===== src/rtl/clk_div_sched.sv =====
// clk_div_sched: divide-by-N clock-enable controller.
// Produces a one-cycle tick at the end of every period and a near-50% gate
// (div_out). Start/stop and ratio changes only take effect on whole-period
// boundaries.
//
// Handshake: a request is accepted in a cycle where div_req=1, div_busy=0 and
// div_ack=0. div_val is captured on that edge. div_ack pulses for exactly one
// cycle when the change is applied (or rejected, with div_err). The requester
// drops div_req in the cycle it sees div_ack. A div_req still high in the
// following cycle is treated as a new request.
module clk_div_sched #(
  parameter int W           = 4,
  parameter int DEFAULT_DIV = 3
) (
  input  logic         clk,
  input  logic         reset,
  input  logic         en,
  input  logic         div_req,
  input  logic [W-1:0] div_val,
  output logic         div_ack,
  output logic         div_err,
  output logic         div_busy,
  output logic         tick,
  output logic         div_out,
  output logic [W-1:0] phase,
  output logic [1:0]   fsm_state
);

  typedef enum logic [1:0] {
    IDLE = 2'd0,
    RUN  = 2'd1,
    STOP = 2'd2
  } state_t;

  localparam logic [W-1:0] ONE      = W'(1);
  localparam logic [W-1:0] RESET_N  = W'(DEFAULT_DIV);

  state_t       state;
  logic [W-1:0] counter;
  logic [W-1:0] ratio;
  logic [W-1:0] pending;
  logic         busy;
  logic         ack;
  logic         err;

  logic         active;
  logic         at_end;
  logic [W:0]   half_n;
  logic         accept;

  assign active = (state != IDLE);
  assign at_end = (counter == (ratio - ONE));
  // ceil(N/2), one bit wider so N = 2^W-1 does not wrap
  assign half_n = ({1'b0, ratio} + {{W{1'b0}}, 1'b1}) >> 1;
  assign accept = div_req && !busy && !ack;

  assign tick      = active && at_end;
  assign div_out   = active && ({1'b0, counter} < half_n);
  assign phase     = counter;
  assign div_ack   = ack;
  assign div_err   = err;
  assign div_busy  = busy;
  assign fsm_state = state;

  // Run/stop sequencing, period counter and ratio-change handshake
  always_ff @(posedge clk) begin
    if (reset) begin
      state   <= IDLE;
      counter <= '0;
      ratio   <= RESET_N;
      pending <= '0;
      busy    <= 1'b0;
      ack     <= 1'b0;
      err     <= 1'b0;
    end else begin
      ack <= 1'b0;
      err <= 1'b0;

      case (state)
        IDLE: begin
          counter <= '0;
          if (en) state <= RUN;
        end
        RUN, STOP: begin
          if (at_end) begin
            // boundary: only here may the machine go idle
            counter <= '0;
            state   <= en ? RUN : IDLE;
          end else begin
            counter <= counter + ONE;
            state   <= en ? RUN : STOP;
          end
        end
        default: begin
          state   <= IDLE;
          counter <= '0;
        end
      endcase

      // Pending change lands on a boundary (or at once if the divider has
      // already gone idle); the counter restart above is then under new N.
      if (busy && (state == IDLE || at_end)) begin
        ratio <= pending;
        busy  <= 1'b0;
        ack   <= 1'b1;
      end else if (accept) begin
        if (div_val == '0) begin
          ack <= 1'b1;
          err <= 1'b1;
        end else if (state == IDLE) begin
          ratio <= div_val;
          ack   <= 1'b1;
        end else begin
          pending <= div_val;
          busy    <= 1'b1;
        end
      end
    end
  end

endmodule


===== config.mk =====
export PLATFORM = sky130hd
export DESIGN_NAME = clk_div_sched
export DESIGN_NICKNAME = d
export VERILOG_FILES = /design/src/rtl/clk_div_sched.sv
export SDC_FILE = /design/constraint.sdc
export NUM_CORES = 1
export LEC_CHECK = 0
export CAP_MARGIN = 40
export CORE_MARGIN = 4
export CORE_UTILIZATION = 45
export CTS_CLUSTER_DIAMETER = 50
export CTS_CLUSTER_SIZE = 12
export DETAILED_ROUTE_END_ITERATION = 16
export PLACE_DENSITY = 0.75
export SLEW_MARGIN = 20
export SYNTH_ARGS = -nofsm -noshare
export SYNTH_HDL_FRONTEND = slang
export SYNTH_SLANG_ARGS = --single-unit

===== constraint.sdc =====
create_clock -name clk -period 2.55 [get_ports clk]
set_clock_uncertainty 0.2 [all_clocks]
set_input_delay 0.255 -clock clk [delete_from_list [all_inputs] [get_ports clk]]
set_output_delay 0.255 -clock clk [all_outputs]
set_load 0.005 [all_outputs]

; ---- Yosys cells after proc, flatten, opt, wreduce, memory -nomap -nowiden
; Index checks and enable logic that the tools add are counted.
[totals]
register_bits = 17
latchBits = 0
ramBits = 0
mem_bits_ro = 0
in_bits = 8
elab_cells = 55
n_memories = 0
[op_classes]
add_sub_neg = 3
mul = 0
div = 0
order_cmp = 1
eq_ne = 5
shift = 0
muxes = 14
bitwise = 5
n_reduce_logical = 20
[ops]
columns = operator, n
row1 = 4-bit two-way mux, 4
row2 = 1-bit two-way mux, 6
row3 = 2-bit two-way mux, 3
row4 = 3-bit AND reduction, 2
row5 = 2-bit nonzero test, 3
row6 = 3-bit OR reduction, 2
row7 = "4-bit by 1-bit adder with 5-bit output, second input constant", 1
row8 = 1-bit logical AND, 5
row9 = 1-bit NOT, 5
row10 = "4-bit by 1-bit adder with 4-bit output, second input constant", 1
row11 = 4-bit == test, 1
row12 = 4-bit logical NOT, 1
row13 = 4-bit less-than comparator, 1
row14 = "2-bit inequality test, second input constant", 2
row15 = 2-bit one-hot mux with 2 select lines, 1
row16 = 4-bit AND reduction, 1
row17 = 2-bit OR reduction, 2
row18 = "4-bit by 1-bit subtractor with 4-bit output, second input constant", 1
row19 = "2-bit by 1-bit == test with 1-bit output, second input constant", 1
row20 = "2-bit == test, second input constant", 1
row21 = 1-bit logical NOT, 2
row22 = 2-bit logical NOT, 1
row23 = 1-bit logical OR, 1

; ---- Longest topological paths before layout
; Gate-level depths: netlist of the first run.
[depth]
ltp_word = 6
ltp_mapped = 7
depth_no_buf = 6

; ---- Least setup slack after synthesis of the first run
; OpenSTA, ideal clock, no wires.
[synth_timing]
path_kind = flip-flop to output port
start = register ratio[0]
end = output port div_out
arrival_ns = 1.527
setup_slack_ns = 0.568
path_stages_with_launch = 7
cell_sequence = dfxtp_1 -> ha_1 -> xnor2_1 -> ha_1 -> a21o_1 -> a21o_1 -> a211oi_1
[synth_via]
elab_chain_len = 3
[synth_lines]
columns = element, line_no
row1 = from (decl), 40  ; logic [W-1:0] ratio;
row2 = from (signal assigned), 103  ; ratio <= pending;
row3 = from (signal assigned), 111  ; ratio <= div_val;
row4 = 4-bit by 1-bit adder with 5-bit output, 54  ; assign half_n = ({1'b0, ratio} + {{W{1'b0}}, 1'b1}) >> 1;
row5 = 4-bit less-than comparator, 58  ; assign div_out = active && ({1'b0, counter} < half_n);
row6 = 1-bit logical AND, 58
row7 = to (decl), 24  ; output logic div_out,
; No other way between the ends.

; ---- Worst setup path after layout of the first run
; Ends and elaborated chain as after synthesis.

==> metrics, run 1 <==
Mapped Area 998 sq um; maximum clock frequency between 400 and 500 MHz; CP max stage delay 0.33 ns; Buffers on Ports 18; Worst-path clk slew 0.10 ns; clk_lat worst skew 0.29 ns; layout cell share with drive strength beyond 1 9.30%; cells after synthesis between 100 and 150; Req. time, crit path 2.10 ns; fin crit share between 90% and 100%; Hold Vio Cnt, Final 0; Ports 19; top cell type's share of synthesized area 34.1%; synth top area cells dfxtp_1 34%, ha_1 10%, mux2i_1 8.0%, nor2_1 5.6%, xnor2_1 3.5%; Sw Ratio 31.3%; Pins Over Slew Limit 0; die area between 3000 and 4000 sq um; hold path depth 2; clk sinks 17; setup violators final 0; final worst setup slack 0.138 ns; Reg power frac 46.2%; Routed wire per std cell 13.5 um; slowest stage cell, crit path dfxtp_1; P_int 0.000449 W; Final nets 146; worst vdd ir between 200 and 300 uV; overall routing resource usage between 15 and 20%; die span in x approximately 55 um; crit path time final approximately 2.4 ns; detailed-placement wirelength estimate 1570 um; DR pass1 iterations 4; Synth area leader dfxtp_1; yosys warns 0; RSZ-0062 raised after global routing no; clock share of power 22.4%; antenna violations before repair 0; worst slack, placed 0.0887 ns; first-pass GRT wire length 3260 um; Worst Path Arrival 1.96 ns; Gate power share 31.5%; starting DRC count in detailed routing 5; FF+latch count, synth 17; area grow syn2layout 24.2%; Worst Path Max Fanout 2; Worst Tran Pin Value between 0.5 and 0.6 ns; CTS H-tree lvls 1; starting density of the core 48.9%; vias in the first global route 750; clock root buffer clkbuf_4; CTS tree done; CTS Hold Bufs 0; RD Place Congestion approximately 0.77; Worst setup EP type output port; via count 820; largest net degree at the start of global routing 19; GRT overflow 0; Hold Slack ~0.28 ns; row count 16; final setup TNS 0 ns; residual DRC count 0; outcome finished clean; post-synth cell types 31; total CTS buffers 3; # diodes 0; Post-Syn Nets approximately 120; residual antenna-violating net count after detailed routing 0; Vias per Instance 5.26; Die H 55.1 um; CP cell instances ha_1 > xnor2_1 > ha_1 > a21o_1 > a21o_1 > a211oi_2 > clkbuf_2; post-synthesis sequential area ratio 34.1%; Detailed Route WL 2110 um; Avg Inst Size Synth slightly above 9 sq um; core area 2040 sq um; max_cap viols 0; switching power 0.000204 W; HP Class reg -> reg; Worst R2R Path Depth 7; LEAKAGE between 0.4 and 0.5 nW; Worst slew margin 60.5%; Power Density 527 nW/um^2; type of the worst setup path reg -> out; CTS max path bufs 2; CP Launch Type register
placed cells by master (no fill, tap or decap):
master / instances
a211oi_1: 1
a211oi_2: 1
a21boi_0: 2
a21o_1: 2
a21oi_1: 1
a221oi_1: 2
and2_1: 2
and4bb_2: 1
buf_4: 2
clkbuf_1: 1
clkbuf_2: 1
clkbuf_4: 3
clkdlybuf4s50_1: 16
dfxtp_1: 17
dlygate4sd2_1: 1
ha_1: 8
inv_1: 5
mux2i_1: 8
nand2_1: 7
nand2b_1: 3
nand3_1: 4
nor2_1: 15
nor2b_1: 2
nor3_1: 3
nor3_2: 1
nor3b_2: 2
nor4_1: 1
o21a_1: 1
o21ai_0: 2
o21ba_1: 1
o21bai_1: 2
o31ai_4: 1
or4_1: 1
xnor2_1: 4
xnor3_1: 1
xor2_1: 4
cell type report:
| cell class | count | area [sq um] |
|---|---|---|
| inverters | 5 | 18.8 |
| repair buffers | 20 | 189 |
| multi-input cells | 83 | 632 |
| clock buffers | 4 | 26.3 |
| flip-flops and latches | 17 | 340 |
| fillers | 196 | 802 |
| well taps | 27 | 33.8 |
path summary, 6_finish.rpt:
path	slack (ns)	from	endpoint
max	0.14	ratio[0]$_SDFFE_PP1P_	div_out
max reg2reg	0.40	ratio[0]$_SDFFE_PP1P_	ratio[1]$_SDFFE_PP1P_
min reg2reg	0.28	pending[3]$_SDFFE_PP0P_	ratio[3]$_SDFFE_PP0P_
min	0.28	pending[3]$_SDFFE_PP0P_	ratio[3]$_SDFFE_PP0P_
kinds of logic after synthesis:
group | Yosys count | synth area share, %
and+or+nand+nor | 42 | 22.3
xor gates and xnor gates | 9 | 9.27
adders and majority gates | 8 | 10.0
AOI/OAI and AO/OA | 16 | 13.2
muxes | 8 | 8.02
DFF | 17 | 34.1
buffers and inverters | 8 | 3.13
registers in the layout, summed over array words and instances (netlist names):
name,count
div_busy,1
ratio,4
phase,4
fsm_state,2
pending,4
div_err,1
div_ack,1
per-stage QoR:
step | power, W | area (sq um) | util [%] | cells
after floorplan | 0.000443 | 998 | - | 108
after global placement | 0.000504 | 1210 | 59.5 | 152
after detailed placement | 0.000512 | 1210 | 59.5 | 152
after CTS | 0.000657 | 1240 | 60.7 | 156
after global routing | 0.000696 | 1240 | 60.7 | 156
final | 0.000653 | 1240 | 60.7 | 156
critical path: cells and delay by family (launching register included):
kind                       cells  cell delay (ns)
AOI/OAI and AO/OA              3             0.55
xor gates and xnor gates       1             0.13
adders and majority gates      2             0.51
buffers and inverters          1             0.14
DFF                            1             0.33
cells in the mapped netlist, drive strengths merged:
master and instances:
nand3 4, o21a 1, nand2 7, nor2b 2, xor2 4, o31ai 1
nor2 15, xnor2 4, a21oi 1, clkbuf 2, a211oi 2, nand2b 3
nor3 4, buf 1, a21o 2, or4 1, xnor3 1, ha 8
a21boi 2, o21bai 2, and2 2, inv 5, o21ba 1, a221oi 2
and4bb 1, o21ai 2, mux2i 8, dfxtp 17, nor3b 2, nor4 1
power by group through the flow:
stage	registers (W)	logic (W)	clock network (W)
after global routing	0.000305	0.000227	0.000164
after detailed placement	0.000308	0.000204	0
after floorplan	0.000310	0.000133	0
after global placement	0.000306	0.000198	0
after CTS	0.000302	0.000205	0.000150
final	0.000302	0.000206	0.000146
metal layers:
layer / GRT usage, % / wire [um]
met1: 18.0 / 965
met2: 26.4 / 1010
met3: 2.68 / 77
met4: 8.50 / 56
met5: 0 / 0
what timing repair did:
action / 4_1_cts / 5_1_grt
resized for setup: 2 / 3
setup endpoints to repair: 2 / 1
setup buffers: 0 / 0
Note: power is estimated with default switching activity, not from simulation.
==> inputs of run 2 (changes only) <==
--- a/config.mk
+++ b/config.mk
@@ -12,7 +12,7 @@
 export CTS_CLUSTER_SIZE = 12
 export DETAILED_ROUTE_END_ITERATION = 16
 export PLACE_DENSITY = 0.75
-export SLEW_MARGIN = 20
+export RECOVER_POWER = 50
 export SYNTH_ARGS = -nofsm -noshare
 export SYNTH_HDL_FRONTEND = slang
 export SYNTH_SLANG_ARGS = --single-unit
==> run 2 against run 1 <==
Net effect: global-route usage unchanged; cell count unchanged; sequential power is essentially flat; clock power barely moved; critical path depth unchanged; hold slack about the same; highest routed layer unchanged.
==> metrics, run 2 (synthesized netlist as in run 1, its figures left out) <==
CTS H-tree lvls 1; most common cell after layout, fill and taps aside dfxtp_1; Post-Layout Cell Count between 150 and 200; LEAKAGE 0.523 nW; Hold Slack approximately 0.28 ns; Req. time, crit path 2.10 ns; overall routing resource usage 15.4%; Routed wire per std cell roughly 14 um; area grow syn2layout 23.7%; CTS Hold Bufs 0; detailed-placement wirelength estimate approximately 1600 um; Die H 55.1 um; crit path launch ratio[0]$_SDFFE_PP1P_; Reg area 340 sq um; total CTS buffers 3; vias in the first global route 750; post-CTS sizing 2; crit path time final 2.41 ns; die span in x roughly 55 um; first-pass GRT wire length 3260 um; Worst slew margin between 40% and 50%; fin crit share 94.6%; Ports 19; starting DRC count in detailed routing 5; max_cap viols 0; setup violators final 0; Worst Tran Pin Value 0.796 ns; r2r setup slk about 0.4 ns; most frequent cells in the layout 17 x dfxtp_1, 15 x nor2_1, 9 x dlygate4sd3_1; layout cell share with drive strength beyond 1 8.53%; Worst-path clk slew about 0.1 ns; CTS tree done; Vias per Instance 5.25; # diodes 0; core area 2040 sq um; Final nets 146; clk sinks 17; GRT overflow 0; Buffers on Ports 18; Pins Over Slew Limit 0; HP Class reg -> reg; final setup TNS 0 ns; CP Launch Type register; postcts setup bufs 0; outcome finished clean; Hold Vio Cnt, Final 0; worst vdd ir 295 uV; final core utilization about three fifths; antenna violations before repair 0; Reg-to-Reg End ratio[1]$_SDFFE_PP1P_; area of the multi-input gates 627 sq um; Detailed Route WL roughly 2100 um; die area 3040 sq um; Worst Path Max Fanout 2; row count 16; Worst R2R Path Depth 7; type of the worst setup path reg -> out; RR Startpoint ratio[0]$_SDFFE_PP1P_; largest net degree at the start of global routing 19; fillers 197; maximum clock frequency approximately 410 MHz; clk_lat worst skew 0.29 ns; RSZ-0062 raised after global routing no; Worst setup EP type output port; DR pass1 iterations 4; CTS max path bufs 2; via count 819; residual DRC count 0; Power Density around 530 nW/um^2; residual antenna-violating net count after detailed routing 0; total power roughly 0.00065 W; clock root buffer clkbuf_4; Worst Path Arrival around 2.0 ns; placed cell count 152; starting density of the core 48.9%; critical path endpoint div_out; RD Place Congestion 0.770
[run 2: changes by cell type in the layout (fill, tap and decap cells not counted)]
cell and delta:
nor3b_2 -1, nor3b_1 +1, clkdlybuf4s50_1 -9, dlygate4sd3_1 +9
[run 2: layout make-up]
type                    count  share of cell area [%]
clock buffers               4                    2.13
inverters                   5                    1.52
multi-input cells          83                    50.8
flip-flops and latches     17                    27.6
well taps                  27                    2.74
repair buffers             20                    15.3
[run 2: layer usage]
layer	global-route usage, %	wire, um
met3	2.68	77
met2	26.4	1010
met5	0	0
met1	18.0	966
met4	8.50	56
[run 2: how the worst min path moves through the flow]
stage	from	to	slack (ns)	cells past startpoint
after floorplan	en	fsm_state[1]$_SDFFE_PP0P_	0.13	1
after CTS	pending[3]$_SDFFE_PP0P_	ratio[3]$_SDFFE_PP0P_	0.29	2
final	pending[3]$_SDFFE_PP0P_	ratio[3]$_SDFFE_PP0P_	0.28	2
after global placement	pending[3]$_SDFFE_PP0P_	ratio[3]$_SDFFE_PP0P_	0.27	2
after global routing	pending[3]$_SDFFE_PP0P_	ratio[3]$_SDFFE_PP0P_	0.30	2
after detailed placement	pending[3]$_SDFFE_PP0P_	ratio[3]$_SDFFE_PP0P_	0.27	2
[run 2: per-stage QoR]
step	cell area, sq um	worst slack, ns
3_3_place_gp	1210	0.123
6_report	1230	0.137
3_5_place_dp	1210	0.0887
2_1_floorplan	998	0.568
5_1_grt	1230	0.0294
4_1_cts	1240	0.0148
[run 2: worst max-delay path: stages, from the launching register on]
cell and delay (ns):
dfxtp_1 0.33, ha_1 0.22, xnor2_1 0.13, ha_1 0.29, a21o_1 0.17, a21o_1 0.18
a211oi_2 0.20, clkbuf_2 0.14
[run 2: where the power goes]
part / internal [W] / switching [W]
Clock: 0.0000609 / 0.0000844
Sequential: 0.000284 / 0.0000175
Combinational: 0.000102 / 0.000101
Total: 0.000446 / 0.000203
==> edit: new RTL, config.mk and constraints of run 1 <==
Put one more register stage on the output `div_err`. The value now appears one clock later. The other outputs are not delayed to match. Comments in the files are not updated.
--- a/src/rtl/clk_div_sched.sv
+++ b/src/rtl/clk_div_sched.sv
@@ -60,3 +60,5 @@
   assign div_ack   = ack;
-  assign div_err   = err;
+  always_ff @(posedge clk) begin
+    div_err <= err;
+  end
   assign div_busy  = busy;
Function: changed (Yosys sat finds a counterexample within 4 cycles, from zero or initial values and one cycle with reset high).
==> edit against run 1 <==
Power increased by 6.7%; fmax increased by 0.82%; sequential cell count increased by 1; synthesized area increased by 2.0%; highest routed layer unchanged; wire length decreased by 9.3%; largest power group unchanged; design area increased by 3.4%; worst setup slack improved by 0.020 ns; largest cell class unchanged.
==> edit: results (changes against run 1) <==
| Metric | Value |
|---|---|
| Status | finished clean |
| H-tree levels | 1 (unchanged) |
| Routed wire length | 1910 um (-9.3%) |
| Share of synthesized area spent on multiplexers | 7.86% (-0.16 points) |
| Post-CTS setup repair buffer count | 0 (unchanged) |
| Top cells by area in the synthesized netlist | sky130_fd_sc_hd__dfxtp_1 (35%), sky130_fd_sc_hd__ha_1 (9.8%), sky130_fd_sc_hd__mux2i_1 (7.9%) |
| Net switching power figure | 0.203 mW (-0.73%) |
| Distinct cell type count of the synthesized netlist | 31 (unchanged) |
| Arrival time of the worst setup path | 1.94 ns (-0.02 ns) |
| Final weighted congestion of routability-driven global placement | 0.766 (-0.48%) |
| Clock-pin transition on the worst setup and hold timing paths | 0.10 ns (about the same) |
| Worst-skew pair later-pin latency | 0.29 ns (about the same) |
| Clock Tree Buf Depth | 2 (unchanged) |
| Vias in the first global route | 781 (+4.1%) |
| Net count reported at finish | 147 (+0.68%) |
| Sequential fraction of the synthesis area | 35.4% (+1.3 points) |
| Biggest fanout along the worst timing path | 2 (unchanged) |
| Proportion of synthesized flip-flops having asynchronous set or reset | 0% (unchanged) |
| Iteration-0 DRC count of the detailed router | 14 (+9) |
| Maximum vdd drop | 341 uV (+15%) |
| Total number of yosys warnings | 0 (unchanged) |
| Initial antenna violation count | 0 (unchanged) |
| Crit-path leading delay family | compound AO/OA/AOI/OAI gates |
| Fraction of the mapped netlist area in adder cells | 9.83% (-0.20 points) |
| Largest net degree at the start of global routing | 19 (unchanged) |
| HPWL after detailed placement | 1440 um (-8.4%) |
| Compound-gate portion of the synthesized area | 12.9% (-0.26 points) |
| Normalized max-slew margin | 55.5% (-5.1 points) |
| Post-synthesis share of cell area spent on xor and xnor gates | 9.09% (-0.18 points) |
| Lkg Pwr | 0.518 nW (+4.3%) |
| Number of port buffers | 18 (unchanged) |
| Global-route wire length before repair | 3290 um (+1.1%) |
| Synth-to-layout area growth | 25.9% |
| Per-cell via count in the routed design | 5.10 (-2.9%) |
| Mapped Nets | 125 (+0.81%) |
| Share of final-layout standard cells stronger than drive strength 1 | 11.5% (+2.2 points) |
| Hold WC Path Type | reg -> reg |
| Largest stage delay on the critical path | 0.32 ns |
| Antenna diode count | 0 (unchanged) |
| Most instantiated cells after synthesis | sky130_fd_sc_hd__dfxtp_1 (18), sky130_fd_sc_hd__nor2_1 (15), sky130_fd_sc_hd__ha_1 (8), sky130_fd_sc_hd__mux2i_1 (8), sky130_fd_sc_hd__nand2_1 (7) |
| First-pass iteration count of the detailed router | 4 (unchanged) |
| Critical path's slowest cell | sky130_fd_sc_hd__dfxtp_1 |
| Number of buffers added by the clock tree synthesis step | 3 (unchanged) |
| All-layer global routing usage | 13.3% (-2.0 points) |
| CTS Root Cell | sky130_fd_sc_hd__clkbuf_4 |
-- edit: logic make-up (layout without fill, tap and decap cells) --
kind of cell,count (synthesis),in the layout
xor gates and xnor gates,9,9
buffers and inverters,8,29
muxes,8,8
DFF,18,18
and+or+nand+nor,42,42
adders and majority gates,8,8
AOI/OAI and AO/OA,16,16
-- edit: timing repair --
item,in CTS,in global routing
pin swaps,1,0
setup endpoints to repair,2,1
gates cloned,0,0
resized for setup,3,4
-- edit: area by class of cell --
class                   count  area (sq um)
fillers                   178           779
inverters                   5          18.8
flip-flops and latches     18           360
well taps                  27          33.8
repair buffers             20           189
clock buffers               4          36.3
multi-input cells          83           644
-- edit: metrics by stage --
stage	utilization (%)	instances	power [mW]	worst slack, ns	instance area, sq um
global route	62.2	157	0.743	0.0342	1280
detailed placement	59.9	153	0.525	0.0979	1230
finish	62.2	157	0.697	0.157	1280
CTS	61.8	157	0.699	0.0444	1270
floorplan	-	109	0.459	0.568	1020
global placement	59.9	153	0.519	0.131	1230
-- edit: power groups by stage --
stage | Combinational [mW] | Sequential, mW | Clock, mW
2_1_floorplan | 0.133 | 0.326 | 0
3_3_place_gp | 0.197 | 0.323 | 0
3_5_place_dp | 0.201 | 0.323 | 0
4_1_cts | 0.201 | 0.317 | 0.182
5_1_grt | 0.230 | 0.321 | 0.193
6_report | 0.206 | 0.317 | 0.174
-- edit: final timing paths --
check / startpoint / end / slack [ns] / depth (start not counted)
min: err / div_err / 0.14 / 0
max: ratio[0] / div_out / 0.16 / 7
max reg2reg: ratio[0] / ratio[1] / 0.47 / 7
min reg2reg: err / div_err / 0.14 / 0
-- edit: per-layer routing --
metal	up-vias	share of wire [%]	GRT usage, %
li1	419	-	-
met1	363	47	14.9
met2	15	46	22.8
met3	4	5.7	4.87
met4	0	1.2	5.21
met5	-	0	0
